File: src/rtl/core_pkg.sv
// Shared core package: data width, skid-buffer state encoding and
// demux select encodings used by the one_bit_demultiplexer slice.
package core_pkg;

    localparam int DATA_WIDTH = 32;

    typedef enum logic [1:0] {
        BUF_EMPTY = 2'd0,
        BUF_ONE   = 2'd1,
        BUF_TWO   = 2'd2
    } buf_state_t;

    localparam logic SEL_UP   = 1'b0;
    localparam logic SEL_DOWN = 1'b1;

endpackage

File: src/rtl/one_bit_demultiplexer_if.sv
// Handshake bundle for the 1-to-2 demultiplexer.
// Ports: producer side (in_data, control, in_valid, in_ready) and two
// consumer sides (out_up/up_valid/up_ready, out_down/down_valid/down_ready).
// With ONE_BIT_DEMUX_STATS_EN defined, up_count/down_count are added.
// Modports: master = producer/consumer environment, slave = the demux.
interface one_bit_demultiplexer_if #(
    parameter int WIDTH = core_pkg::DATA_WIDTH
);
    logic [WIDTH-1:0] in_data;
    logic             control;
    logic             in_valid;
    logic             in_ready;
    logic [WIDTH-1:0] out_up;
    logic [WIDTH-1:0] out_down;
    logic             up_valid;
    logic             down_valid;
    logic             up_ready;
    logic             down_ready;
`ifdef ONE_BIT_DEMUX_STATS_EN
    logic [15:0]      up_count;
    logic [15:0]      down_count;
`endif

    modport master (
        output in_data, control, in_valid, up_ready, down_ready,
`ifdef ONE_BIT_DEMUX_STATS_EN
        input  up_count, down_count,
`endif
        input  in_ready, out_up, out_down, up_valid, down_valid
    );

    modport slave (
        input  in_data, control, in_valid, up_ready, down_ready,
`ifdef ONE_BIT_DEMUX_STATS_EN
        output up_count, down_count,
`endif
        output in_ready, out_up, out_down, up_valid, down_valid
    );
endinterface

File: src/rtl/demux_skid_buffer.sv
// Two-entry FIFO with push/pop handshake; head word and valid are registered.
// Ports: clk, rst (async high), push/push_data in, pop_ready in,
// full/valid/head out. Caller must not push while full.
module demux_skid_buffer
    import core_pkg::*;
#(
    parameter int WIDTH = DATA_WIDTH
) (
    input  logic             clk,
    input  logic             rst,
    input  logic             push,
    input  logic [WIDTH-1:0] push_data,
    input  logic             pop_ready,
    output logic             full,
    output logic             valid,
    output logic [WIDTH-1:0] head
);
    buf_state_t       state_q, state_d;
    logic [WIDTH-1:0] head_q, head_d;
    logic [WIDTH-1:0] tail_q, tail_d;
    logic             valid_q, valid_d;
    logic             pop;

    assign pop   = valid_q && pop_ready;
    assign full  = (state_q == BUF_TWO);
    assign valid = valid_q;
    assign head  = head_q;

    always_comb begin
        state_d = state_q;
        head_d  = head_q;
        tail_d  = tail_q;
        unique case (state_q)
            BUF_EMPTY: begin
                if (push) begin
                    state_d = BUF_ONE;
                    head_d  = push_data;
                end
            end
            BUF_ONE: begin
                if (push && pop) begin
                    // old head leaves, new word becomes the head
                    head_d = push_data;
                end else if (push) begin
                    state_d = BUF_TWO;
                    tail_d  = push_data;
                end else if (pop) begin
                    state_d = BUF_EMPTY;
                end
            end
            BUF_TWO: begin
                if (pop) begin
                    state_d = BUF_ONE;
                    head_d  = tail_q;
                end
            end
            default: state_d = BUF_EMPTY;
        endcase
        valid_d = (state_d != BUF_EMPTY);
    end

    always_ff @(posedge clk or posedge rst) begin
        if (rst) begin
            state_q <= BUF_EMPTY;
            head_q  <= '0;
            tail_q  <= '0;
            valid_q <= 1'b0;
        end else begin
            state_q <= state_d;
            head_q  <= head_d;
            tail_q  <= tail_d;
            valid_q <= valid_d;
        end
    end
endmodule

File: src/rtl/one_bit_demultiplexer.sv
// Registered 1-to-2 demultiplexer: control=0 routes to up, 1 to down.
// Ports: clk, rst (async high), bus (one_bit_demultiplexer_if.slave).
// Each side has its own 2-entry skid buffer so one stalled consumer
// never blocks the other. Optional per-side word counters are enabled
// by defining ONE_BIT_DEMUX_STATS_EN.
module one_bit_demultiplexer
    import core_pkg::*;
#(
    parameter int WIDTH = DATA_WIDTH
) (
    input logic                  clk,
    input logic                  rst,
    one_bit_demultiplexer_if.slave bus
);
    logic up_full;
    logic down_full;
    logic accept;
    logic push_up;
    logic push_down;

    // in_ready looks only at the selected buffer, never at valid/ready
    assign bus.in_ready = (bus.control == SEL_DOWN) ? !down_full : !up_full;
    assign accept       = bus.in_valid && bus.in_ready;
    assign push_up      = accept && (bus.control == SEL_UP);
    assign push_down    = accept && (bus.control == SEL_DOWN);

    demux_skid_buffer #(.WIDTH(WIDTH)) u_up (
        .clk       (clk),
        .rst       (rst),
        .push      (push_up),
        .push_data (bus.in_data),
        .pop_ready (bus.up_ready),
        .full      (up_full),
        .valid     (bus.up_valid),
        .head      (bus.out_up)
    );

    demux_skid_buffer #(.WIDTH(WIDTH)) u_down (
        .clk       (clk),
        .rst       (rst),
        .push      (push_down),
        .push_data (bus.in_data),
        .pop_ready (bus.down_ready),
        .full      (down_full),
        .valid     (bus.down_valid),
        .head      (bus.out_down)
    );

`ifdef ONE_BIT_DEMUX_STATS_EN
    logic [15:0] up_count_q, up_count_d;
    logic [15:0] down_count_q, down_count_d;

    always_comb begin
        up_count_d   = up_count_q;
        down_count_d = down_count_q;
        if (push_up)   up_count_d   = up_count_q + 16'd1;
        if (push_down) down_count_d = down_count_q + 16'd1;
    end

    always_ff @(posedge clk or posedge rst) begin
        if (rst) begin
            up_count_q   <= '0;
            down_count_q <= '0;
        end else begin
            up_count_q   <= up_count_d;
            down_count_q <= down_count_d;
        end
    end

    assign bus.up_count   = up_count_q;
    assign bus.down_count = down_count_q;
`endif
endmodule

File: src/flat_wrapper.sv
// flat-port wrapper written by rule: the top's interface ports become plain ports
module one_bit_demultiplexer_flat import core_pkg::*;
#(
    parameter int WIDTH = DATA_WIDTH
)
  (clk, rst, bus_in_data, bus_control, bus_in_valid, bus_up_ready, bus_down_ready, bus_in_ready, bus_out_up, bus_out_down, bus_up_valid, bus_down_valid);
  one_bit_demultiplexer_if #(.WIDTH(WIDTH)) bus_i ();
  input logic clk;
  input logic rst;
  input wire logic [$bits(bus_i.in_data)-1:0] bus_in_data;
  input wire logic [$bits(bus_i.control)-1:0] bus_control;
  input wire logic [$bits(bus_i.in_valid)-1:0] bus_in_valid;
  input wire logic [$bits(bus_i.up_ready)-1:0] bus_up_ready;
  input wire logic [$bits(bus_i.down_ready)-1:0] bus_down_ready;
  output wire logic [$bits(bus_i.in_ready)-1:0] bus_in_ready;
  output wire logic [$bits(bus_i.out_up)-1:0] bus_out_up;
  output wire logic [$bits(bus_i.out_down)-1:0] bus_out_down;
  output wire logic [$bits(bus_i.up_valid)-1:0] bus_up_valid;
  output wire logic [$bits(bus_i.down_valid)-1:0] bus_down_valid;
  assign bus_i.in_data = bus_in_data;
  assign bus_i.control = bus_control;
  assign bus_i.in_valid = bus_in_valid;
  assign bus_i.up_ready = bus_up_ready;
  assign bus_i.down_ready = bus_down_ready;
  assign bus_in_ready = bus_i.in_ready;
  assign bus_out_up = bus_i.out_up;
  assign bus_out_down = bus_i.out_down;
  assign bus_up_valid = bus_i.up_valid;
  assign bus_down_valid = bus_i.down_valid;
  one_bit_demultiplexer #(.WIDTH(WIDTH)) u_core (.clk(clk), .rst(rst), .bus(bus_i));
endmodule
File: config.mk
export PLATFORM = sky130hd
export DESIGN_NAME = one_bit_demultiplexer_flat
export DESIGN_NICKNAME = d
export VERILOG_FILES = /design/src/rtl/core_pkg.sv /design/src/rtl/one_bit_demultiplexer_if.sv /design/src/rtl/demux_skid_buffer.sv /design/src/rtl/one_bit_demultiplexer.sv /design/src/flat_wrapper.sv
export SDC_FILE = /design/constraint.sdc
export NUM_CORES = 1
export LEC_CHECK = 0
export CAP_MARGIN = 20
export CORE_MARGIN = 4
export CORE_UTILIZATION = 52
export CTS_CLUSTER_SIZE = 8
export DETAILED_ROUTE_END_ITERATION = 10
export PLACE_DENSITY = 0.88
export SLEW_MARGIN = 0
export SYNTH_ARGS = -nofsm -noshare
export SYNTH_HDL_FRONTEND = slang
export SYNTH_SLANG_ARGS = --single-unit
File: constraint.sdc
create_clock -name clk -period 6 [get_ports clk]
set_input_delay 1.2 -clock clk [delete_from_list [all_inputs] [get_ports clk]]
set_output_delay 1.2 -clock clk [all_outputs]
set_load 0.03 [all_outputs]
# ---- Word level (Yosys, flattened, before mapping)
# Cells that the tools add are included.
dict set report word_totals {
  reg_bits 134
  output_inout_bits 67
  wordCells 61
}
dict set report classes {
  n_eq_ne 10
  mux 21
  n_bitwise 3
  n_reduce_logical 19
}
# op n
set ops {}
lappend ops {{$mux W32} 6}
lappend ops {{$pmux W32 S3} 2}
lappend ops {{$mux W2} 10}
lappend ops {{$ne A2 B2 Y1 const B} 6}
lappend ops {{$pmux W2 S3} 2}
lappend ops {{$reduce_and A4 Y1} 2}
lappend ops {{$logic_and A1 B1 Y1} 7}
lappend ops {{$reduce_and A3 Y1} 2}
lappend ops {{$reduce_bool A3 Y1} 2}
lappend ops {{$eq A2 B1 Y1 const B} 2}
lappend ops {{$eq A2 B2 Y1 const B} 2}
lappend ops {{$logic_not A2 Y1} 2}
lappend ops {{$reduce_bool A2 Y1} 2}
lappend ops {{$not A1 Y1} 3}
lappend ops {{$logic_not A1 Y1} 2}
lappend ops {{$mux W1} 1}

# ---- Longest topological paths before layout
# Gate-level depths: netlist of run 1.
dict set report logic_depth {
  word_depth 9
  depth_mapped 6
}

# ---- Hierarchy
# From an unflattened synthesis of run 1, not the netlist that was laid out.
dict set report unflattened {
  cells_unflattened 381
  area_unflattened_um2 6072.1
}
# module n_inst cells_per_inst area_per_inst_um2 seq_area_each_um2
set by_module_without_submodules {}
lappend by_module_without_submodules {demux_skid_buffer 2 189 3022.9 1676.6}
lappend by_module_without_submodules {one_bit_demultiplexer 1 3 26.3 0.0}

# ---- Worst setup path before layout of run 1
# Ideal clock, no wire load.
dict set report synth_path {
  path_type {input-to-output}
  start {input port bus_control}
  end {output port bus_in_ready}
  arrival_time_ps 1721
  t_required_ps 4800
  slack_ps 3079
  stages 2
  path_cell_list {nor2_1 > a21oi_1}
}
dict set report synth_between {
  elab_chain_cells 1
}
# item line_no
set synth_lines {}
lappend synth_lines {{start, declared} flat_wrapper.sv:11} ;# input wire logic [$bits(bus_i.control)-1:0] bus_control;
lappend synth_lines {{$mux W1} one_bit_demultiplexer.sv:22} ;# assign bus.in_ready = (bus.control == SEL_DOWN) ? !down_full : !up_full;
lappend synth_lines {{end, declared} flat_wrapper.sv:15} ;# output wire logic [$bits(bus_i.in_ready)-1:0] bus_in_ready;
# No other way between the ends.

# ---- Worst setup path in the final report of run 1
dict set report layout_path {
  start {register u_core.u_down.state_q[1]}
  end {output port bus_in_ready}
}
dict set report layout_between {
  elab_chain_cells 3
}
# item line_no
set layout_lines {}
lappend layout_lines {{start, declared} demux_skid_buffer.sv:18} ;# buf_state_t state_q, state_d;
lappend layout_lines {{start signal, assigned} demux_skid_buffer.sv:69} ;# state_q <= state_d;
lappend layout_lines {{$eq A2 B2 Y1} demux_skid_buffer.sv:25} ;# assign full = (state_q == BUF_TWO);
lappend layout_lines {{$logic_not A1 Y1} one_bit_demultiplexer.sv:22}
lappend layout_lines {{$mux W1} one_bit_demultiplexer.sv:22}
# No other way between the ends.

==> results of run 1 <==
-- logic make-up after synthesis --
kind of cell	synth area share [%]
AO/OA/AOI/OAI	5.838
multiplexers	18.82
buffers and inverters	2.984
flip-flops	58.38
AND/OR/NAND/NOR	13.98
-- power breakdown --
part	total [uW]	switching (uW)	internal [uW]	leakage [uW]
logic	1840	1000	840	0.00146
registers	1640	279	1360	0.00158
clock network	1100	387	709	0.000296
total	4580	1670	2910	0.00334
-- sequential cells by signal, indices dropped and copies added, names as in the netlist --
name,count
u_core.u_down.head,32
u_core.u_up.tail_q,32
u_core.u_up.head,32
u_core.u_up.valid,1
u_core.u_down.state_q,2
u_core.u_up.state_q,2
u_core.u_down.tail_q,32
u_core.u_down.valid,1
-- final cells by class --
class,instances,area [sq um]
repair buffers,111,1114
clock buffers,21,459.2
clock inverters,11,172.7
well taps,140,175.2
fillers,767,3317
inverters,2,12.51
multi-input cells,353,2237
flip-flops and latches,134,3353
-- synthesized netlist by cell type (2+ instances only) --
master    instances  area share, %
dfrtp_1         134             58
buf_2            17            1.5
a31oi_1          33            3.6
nand3_1           2           0.17
a21oi_1           4           0.35
inv_1             2           0.13
mux2_2           88             17
nor2_1           36            2.4
nand2b_1          3           0.33
mux2_1            8            1.6
o21ai_0           3           0.26
buf_6             3           0.59
nand2_1         164             11
nor2b_1           3           0.33
clkbuf_1          9           0.59
-- stage by stage --
step           cells  total power [uW]
2_1_floorplan    520              2758
3_3_place_gp     739              3373
3_5_place_dp     739              3471
4_1_cts          771              4596
5_1_grt          772              4818
6_report         772              4576
-- worst register-to-register path, delay by kind of cell, from the launching register on --
family,cells,cell delay [ps]
AOI/OAI and AO/OA,2,740
and+or+nand+nor,1,720
DFF,1,480
buffers and inverters,1,390
muxes,1,390
-- final timing paths --
path	slack, ps	from	to
max	2240	u_core.u_down.state_q[1]	bus_in_ready
max in group asynchronous	3600	rst	u_core.u_down.head[30]
min in group asynchronous	1150	rst	u_core.u_down.head[26]
min	490	u_core.u_down.head[21]	u_core.u_down.head[21]
max reg2reg	3160	u_core.u_down.state_q[0]	u_core.u_down.head[24]
min reg2reg	490	u_core.u_down.head[21]	u_core.u_down.head[21]
-- layer usage --
metal	vias up	routed length, um	GRT usage (%)
met5	-	0	0
met2	152	7079	39.69
met4	0	187	9.054
met3	18	759	5.668
li1	1949	-	-
met1	2129	5593	27.28
==> impl_metrics.toml, run 1 <==
[status]
status = "finished, final reports clean"

[drt]
ant_nets = 0
vias = 4248
routed_wirelength_um = 13620
detail_route.iter0.violations = 168
drt-pass1-iter-count = 5
vias_per_cell = 5.503
post_drt_wl_per_cell_um = 17.64
drc = 0

[sta]
finalSetupTns_ps = 0
period_share_pct = 62.75
finalWorstSetupSlack_ps = 2235
whs_ps = 493.6
tightestPinTransition_ps = 979.4
clock_skew_ps = 7.418
fin_crit_ps = 3765
maxSlewViolCount = 0
rsz0062_at_grt = "false"
maxSlewHeadroom_pct = 34.63
hold_violations = 0
max_freq_ghz = 0.2656
setup_viol = 0

[critical_path]
worstPathMaxFanout = 33
cp.required_ps = 4800
cpPeakStageDelay_ps = 790
cp_top_family = "simple AND/OR/NAND/NOR gates"
ff2ff_path_depth = 5
path_class = "reg -> out"
endpoint_kind = "output pin"
arrival_ps = 2560
path_depth = 3
path_buf_inv = 1
slowest_stage = "nor2b_4"
start_kind = "flop"
path_cells = "nor2b_4 -> a21oi_1 -> clkdlybuf4s50_1"

[clock_network]
clock_latency_ps = 510
post-cts-setup-buffer-count = 0
clock-sinks = 134
ctsRootBufferMaster = "clkbuf_8"
ctsResizeCount = 0
numCtsBuffers = 17
cts_hold_buf = 0
cts_tree = "done"
clk_pin_slew_ps = 60
clockBufferDepth = 2
htreeDepth = 4

[cells_and_area]
area_growth_pct = 30.97
final_common_cell = "nand2_1"
nets = 657
post-route-util_pct = 69.40
diodes = 0
final_area_sq_um = 7523
final_cell_mix = "nand2_1, dfrtp_1, clkdlybuf4s50_1, mux2_2, nor2_1"
drive_gt1_share_pct = 21.36

[synth]
synth_fp_nets = 558
seq_area_frac_synth_pct = 58.38
ys_warn_count = 0
synth.distinct_cells = 26
synthArstFlopShare_pct = 100.0
ys_ff_latch = 134
synthFlopType = "dfrtp_1"
netlist_area_sq_um = 5744
postSynthCellCount = 520
synth-edff-count = 0
avgSynthCellArea_sq_um = 11.05

[global_routing]
grt_usage_pct = 22.83
overflow = 0
first_global_vias = 4623
grt_first_pass_wirelength_um = 22850
grt_max_degree = 76
antenna_found_initial = 0

[floorplanning]
die-area_sq_um = 12790
num_rows = 38
die_y_um = 113.1
io_pins = 105
die_w_um = 113.1
core-area_sq_um = 10840
start_util_pct = 52.99

[place]
hpwlAfterDp_um = 8551
io_buffers = 104
gp_congestion = 0.7512
pre_cts_slack_ps = 2243
dpl_cell_area_sq_um = 6864

[worst_hold_path]
hold_class = "reg -> reg"
worstHoldPathCells = 1

[job]
drv_cap = 0

[pwr]
ir_drop_mv = 0.3186
leakagePower_uw = 0.003336
powerDensity_nw_per_um2 = 608.3
Note: power is estimated with default switching activity, not from simulation.
==> run 2: changes to the inputs <==
==> constraint.sdc (replaced) <==
create_clock -name clk -period 3.7 [get_ports clk]
set_input_delay 0.74 -clock clk [delete_from_list [all_inputs] [get_ports clk]]
set_output_delay 0.74 -clock clk [all_outputs]
set_load 0.03 [all_outputs]
==> impl_metrics.toml, run 2 (synthesis results as in run 1) <==
[sta]
maxSlewHeadroom_pct = 42.21
max_freq_ghz = 0.3002
setup_viol = 0
tightestPinTransition_ps = 865.0
hold_violations = 0
rsz0062_at_grt = "false"
finalSetupTns_ps = 0
maxSlewViolCount = 0
period_share_pct = 90.03
fin_crit_ps = 3331
clock_skew_ps = 7.903

[cells_and_area]
nets = 658
area_growth_pct = 31.02
regArea_sq_um = 3353
diodes = 0
multi_input_comb_area_sq_um = 2240
final_cell_mix = "nand2_1, dfrtp_1, clkdlybuf4s50_1, mux2_2, nor2_1"
nFillCells = 759
post-route-util_pct = 69.43
drive_gt1_share_pct = 21.01
final_common_cell = "nand2_1"

[critical_path]
path_cells = "nor2b_4 -> a21oi_1 -> clkdlybuf4s50_1"
cp.required_ps = 2960
endpoint_kind = "output pin"
arrival_ps = 2590
start_kind = "flop"
cpPeakStageDelay_ps = 780
slowest_stage = "nor2b_4"
worstPathMaxFanout = 33
path_class = "reg -> out"

[drt]
vias_per_cell = 5.514
drt-pass1-iter-count = 4
ant_nets = 0
post_drt_wl_per_cell_um = 17.86
vias = 4262
detail_route.iter0.violations = 272
drc = 0
routed_wirelength_um = 13810

[clock_network]
clockBufferDepth = 2
clock-sinks = 134
cts_tree = "done"
htreeDepth = 4
clk_pin_slew_ps = 60
numCtsBuffers = 17
post-cts-setup-buffer-count = 0
cts_hold_buf = 0
clock_latency_ps = 520
ctsRootBufferMaster = "clkbuf_8"
ctsResizeCount = 0

[place]
gp_congestion = 0.7588
hpwlAfterDp_um = 8858
io_buffers = 104

[floorplanning]
die_w_um = 113.1
num_rows = 38
core-area_sq_um = 10840
start_util_pct = 52.99
io_pins = 105
die_y_um = 113.1
die-area_sq_um = 12790

[pwr]
ir_drop_mv = 0.5932
powerDensity_nw_per_um2 = 985.2
leakagePower_uw = 0.003346

[job]
drv_cap = 0

[worst_hold_path]
hold_class = "reg -> reg"

[global_routing]
grt_first_pass_wirelength_um = 23340
first_global_vias = 4714
antenna_found_initial = 0
grt_usage_pct = 23.11
overflow = 0
grt_max_degree = 135

[status]
status = "finished, final reports clean"
run 2: changes by cell type in the layout (fill, tap and decap cells not counted), moves of 2 or more:
cell,delta
clkbuf_8,-2
clkbuf_1,+4
clkinv_2,+2
buf_12,+2
clkinvlp_4,-3
run 2: cell type report:
class	count	area share (%)
flip-flops and latches	134	44.56
multi-input cells	353	29.76
repair buffers	112	14.96
clock buffers	23	5.935
well taps	140	2.328
clock inverters	9	2.311
inverters	2	0.1496
run 2: final timing paths:
check	startpoint	slack [ps]	depth (start not counted)	endpoint
min reg2reg	u_core.u_down.head[23]	490	1	u_core.u_down.head[23]
min in group asynchronous	rst	790	3	u_core.u_up.head[13]
max in group asynchronous	rst	2410	3	u_core.u_down.state_q[1]
max reg2reg	u_core.u_down.state_q[0]	1630	5	u_core.u_down.head[0]
max	u_core.u_down.state_q[1]	370	3	bus_in_ready
min	u_core.u_down.head[23]	490	1	u_core.u_down.head[23]
run 2: metal layers:
layer  global-route usage, %  part of all wire (%)  vias to the layer above
li1                        -                     -                     1950
met1                   28.02                    42                     2162
met2                   39.57                    52                      130
met3                   5.775                   5.0                       20
met4                   9.455                   1.6                        0
met5                       0                     0                        -
run 2: per-stage QoR:
stage | hold slack (ps) | power (uW) | setup slack [ps] | area [sq um] | cells
floorplan | 464.1 | 4473 | 1295 | 5748 | 520
global route | 524.3 | 7806 | 203.8 | 7526 | 773
global placement | 476.4 | 5489 | 792.0 | 6905 | 741
detailed placement | 482.3 | 5653 | 713.2 | 6905 | 741
finish | 494.7 | 7414 | 369.1 | 7526 | 773
CTS | 502.3 | 7464 | 338.4 | 7526 | 773
run 2: worst max-delay path: cells and delay by family (launching register included):
kind,cells,cell delay (ps)
buffers and inverters,1,630
and+or+nand+nor,1,780
DFF,1,480
AOI/OAI and AO/OA,1,190
run 2: power breakdown:
group | switching (uW) | leakage [uW] | internal (uW)
sequential | 452 | 0.00158 | 2200
clock | 584 | 0.000304 | 1180
combinational | 1630 | 0.00146 | 1360
total | 2670 | 0.00335 | 4740
==> run 3: changes to the inputs <==
--- a/config.mk
+++ b/config.mk
@@ -6,11 +6,11 @@
 export NUM_CORES = 1
 export LEC_CHECK = 0
 export CAP_MARGIN = 20
-export CORE_MARGIN = 4
-export CORE_UTILIZATION = 52
+export CORE_MARGIN = 10
+export CORE_UTILIZATION = 45
 export CTS_CLUSTER_SIZE = 8
 export DETAILED_ROUTE_END_ITERATION = 10
-export PLACE_DENSITY = 0.88
+export PLACE_DENSITY = 0.79
 export SLEW_MARGIN = 0
 export SYNTH_ARGS = -nofsm -noshare
 export SYNTH_HDL_FRONTEND = slang
==> impl_metrics.toml, run 3 (synthesis results as in run 1) <==
[place]
gp_congestion = 0.7499
io_buffers = 104
dpl_cell_area_sq_um = 6940
hpwlAfterDp_um = 9013
dp.cells = 774
pre_cts_slack_ps = 670.0

[sta]
clock_skew_ps = 8.362
maxSlewHeadroom_pct = 42.69
hold_violations = 0
maxSlewViolCount = 0
fin_crit_ps = 3212
period_share_pct = 86.82
setup_viol = 0
finalWorstSetupSlack_ps = 487.6
finalSetupTns_ps = 0
max_freq_ghz = 0.3113
tightestPinTransition_ps = 857.8
rsz0062_at_grt = "false"

[worst_hold_path]
hold_class = "reg -> reg"
worstHoldPathCells = 1

[drt]
vias = 4113
detail_route.iter0.violations = 220
post_drt_wl_per_cell_um = 16.58
drt-pass1-iter-count = 5
ant_nets = 0
vias_per_cell = 5.103
routed_wirelength_um = 13360
drc = 0

[pwr]
leakagePower_uw = 0.003337
switchingPower_uw = 2626
power.internal_uw = 4687
power_frac_clock_pct = 23.5
pwr-share-seq_pct = 36.0
combPwrFrac_pct = 40.5
switching_share_pct = 35.91
powerDensity_nw_per_um2 = 968.4
ir_drop_mv = 0.5825

[floorplanning]
core-area_sq_um = 12570
die_w_um = 133.0
die_y_um = 133.0
start_util_pct = 45.70
die-area_sq_um = 17680
io_pins = 105
num_rows = 41

[critical_path]
path_buf_inv = 1
start_kind = "flop"
worstPathMaxFanout = 33
path_depth = 3
path_class = "reg -> out"
cp_top_family = "simple AND/OR/NAND/NOR gates"
cpPeakStageDelay_ps = 770
endpoint_kind = "output pin"
slowest_stage = "nor2b_4"
ff2ff_path_depth = 4
rrSetupSlack_ps = 1670
arrival_ps = 2470
path_cells = "nor2b_4 -> a21oi_1 -> clkdlybuf4s50_1"
cp.required_ps = 2960

[job]
drv_cap = 0

[global_routing]
grt_max_degree = 119
grt_first_pass_wirelength_um = 21870
overflow = 0
grt_usage_pct = 15.39
antenna_found_initial = 0
first_global_vias = 4216

[clock_network]
clock-sinks = 134
clock_latency_ps = 410
clockBufferDepth = 2
ctsRootBufferMaster = "clkbuf_16"
numCtsBuffers = 17
cts_hold_buf = 0
htreeDepth = 4
post-cts-setup-buffer-count = 0
cts_tree = "done"
ctsResizeCount = 0
clk_pin_slew_ps = 60

[cells_and_area]
final_area_sq_um = 7552
diodes = 0
drive_gt1_share_pct = 21.45
area_growth_pct = 31.47
final_common_cell = "nand2_1"
nets = 659
final_cell_mix = "nand2_1, dfrtp_1, clkdlybuf4s50_1, mux2_2, nor2_1"
post-route-util_pct = 60.09
instances_no_fill = 806

[status]
status = "finished, final reports clean"
run 3: cell types whose count changed in the layout (fill, tap and decap cells not counted):
cell / previous run / this run
buf_12: 2 / 1
clkbuf_8: 2 / 4
buf_4: 6 / 8
clkbuf_16: 16 / 17
clkbuf_1: 5 / 3
clkinv_4: 1 / 0
clkinvlp_4: 1 / 3
bufinv_16: 5 / 3
run 3: power groups by stage:
stage | Combinational, uW | Clock [uW] | Sequential (uW)
4_1_cts | 3010 | 1760 | 2640
6_report | 2960 | 1720 | 2630
3_3_place_gp | 2920 | 0 | 2610
2_1_floorplan | 1210 | 0 | 3260
5_1_grt | 3180 | 1820 | 2710
3_5_place_dp | 3000 | 0 | 2650
run 3: final cells by class:
type	instances	area, sq um
fill	1004	5016
clock buffer	24	491.7
clock inverter	8	120.1
tap	172	215.2
multi-input combinational	353	2240
timing repair buffer	113	1121
inverter	2	11.26
sequential	134	3353
run 3: path summary, 6_finish.rpt:
check                                          from                     end
max in group asynchronous                       rst    u_core.u_up.head[28]
hold / removal               u_core.u_down.head[21]  u_core.u_down.head[21]
hold reg to reg              u_core.u_down.head[21]  u_core.u_down.head[21]
setup reg to reg                  u_core.u_up.valid  u_core.u_up.tail_q[11]
min in group asynchronous                       rst   u_core.u_down.head[9]
setup / recovery           u_core.u_down.state_q[1]            bus_in_ready
run 3: through the flow:
step / total power (uW) / hold slack [ps]
after floorplan: 4473 / 464.1
after global placement: 5524 / 476.0
after detailed placement: 5651 / 482.3
after CTS: 7400 / 495.8
after global routing: 7717 / 507.2
final: 7313 / 491.8
run 3: layer usage:
metal  track usage [%]  wire length, um  up-vias
met3             5.602              776       15
li1                  -                -     1954
met2             24.27             6434      119
met4             6.357              122        0
met1             18.64             6026     2025
met5                 0                0        -
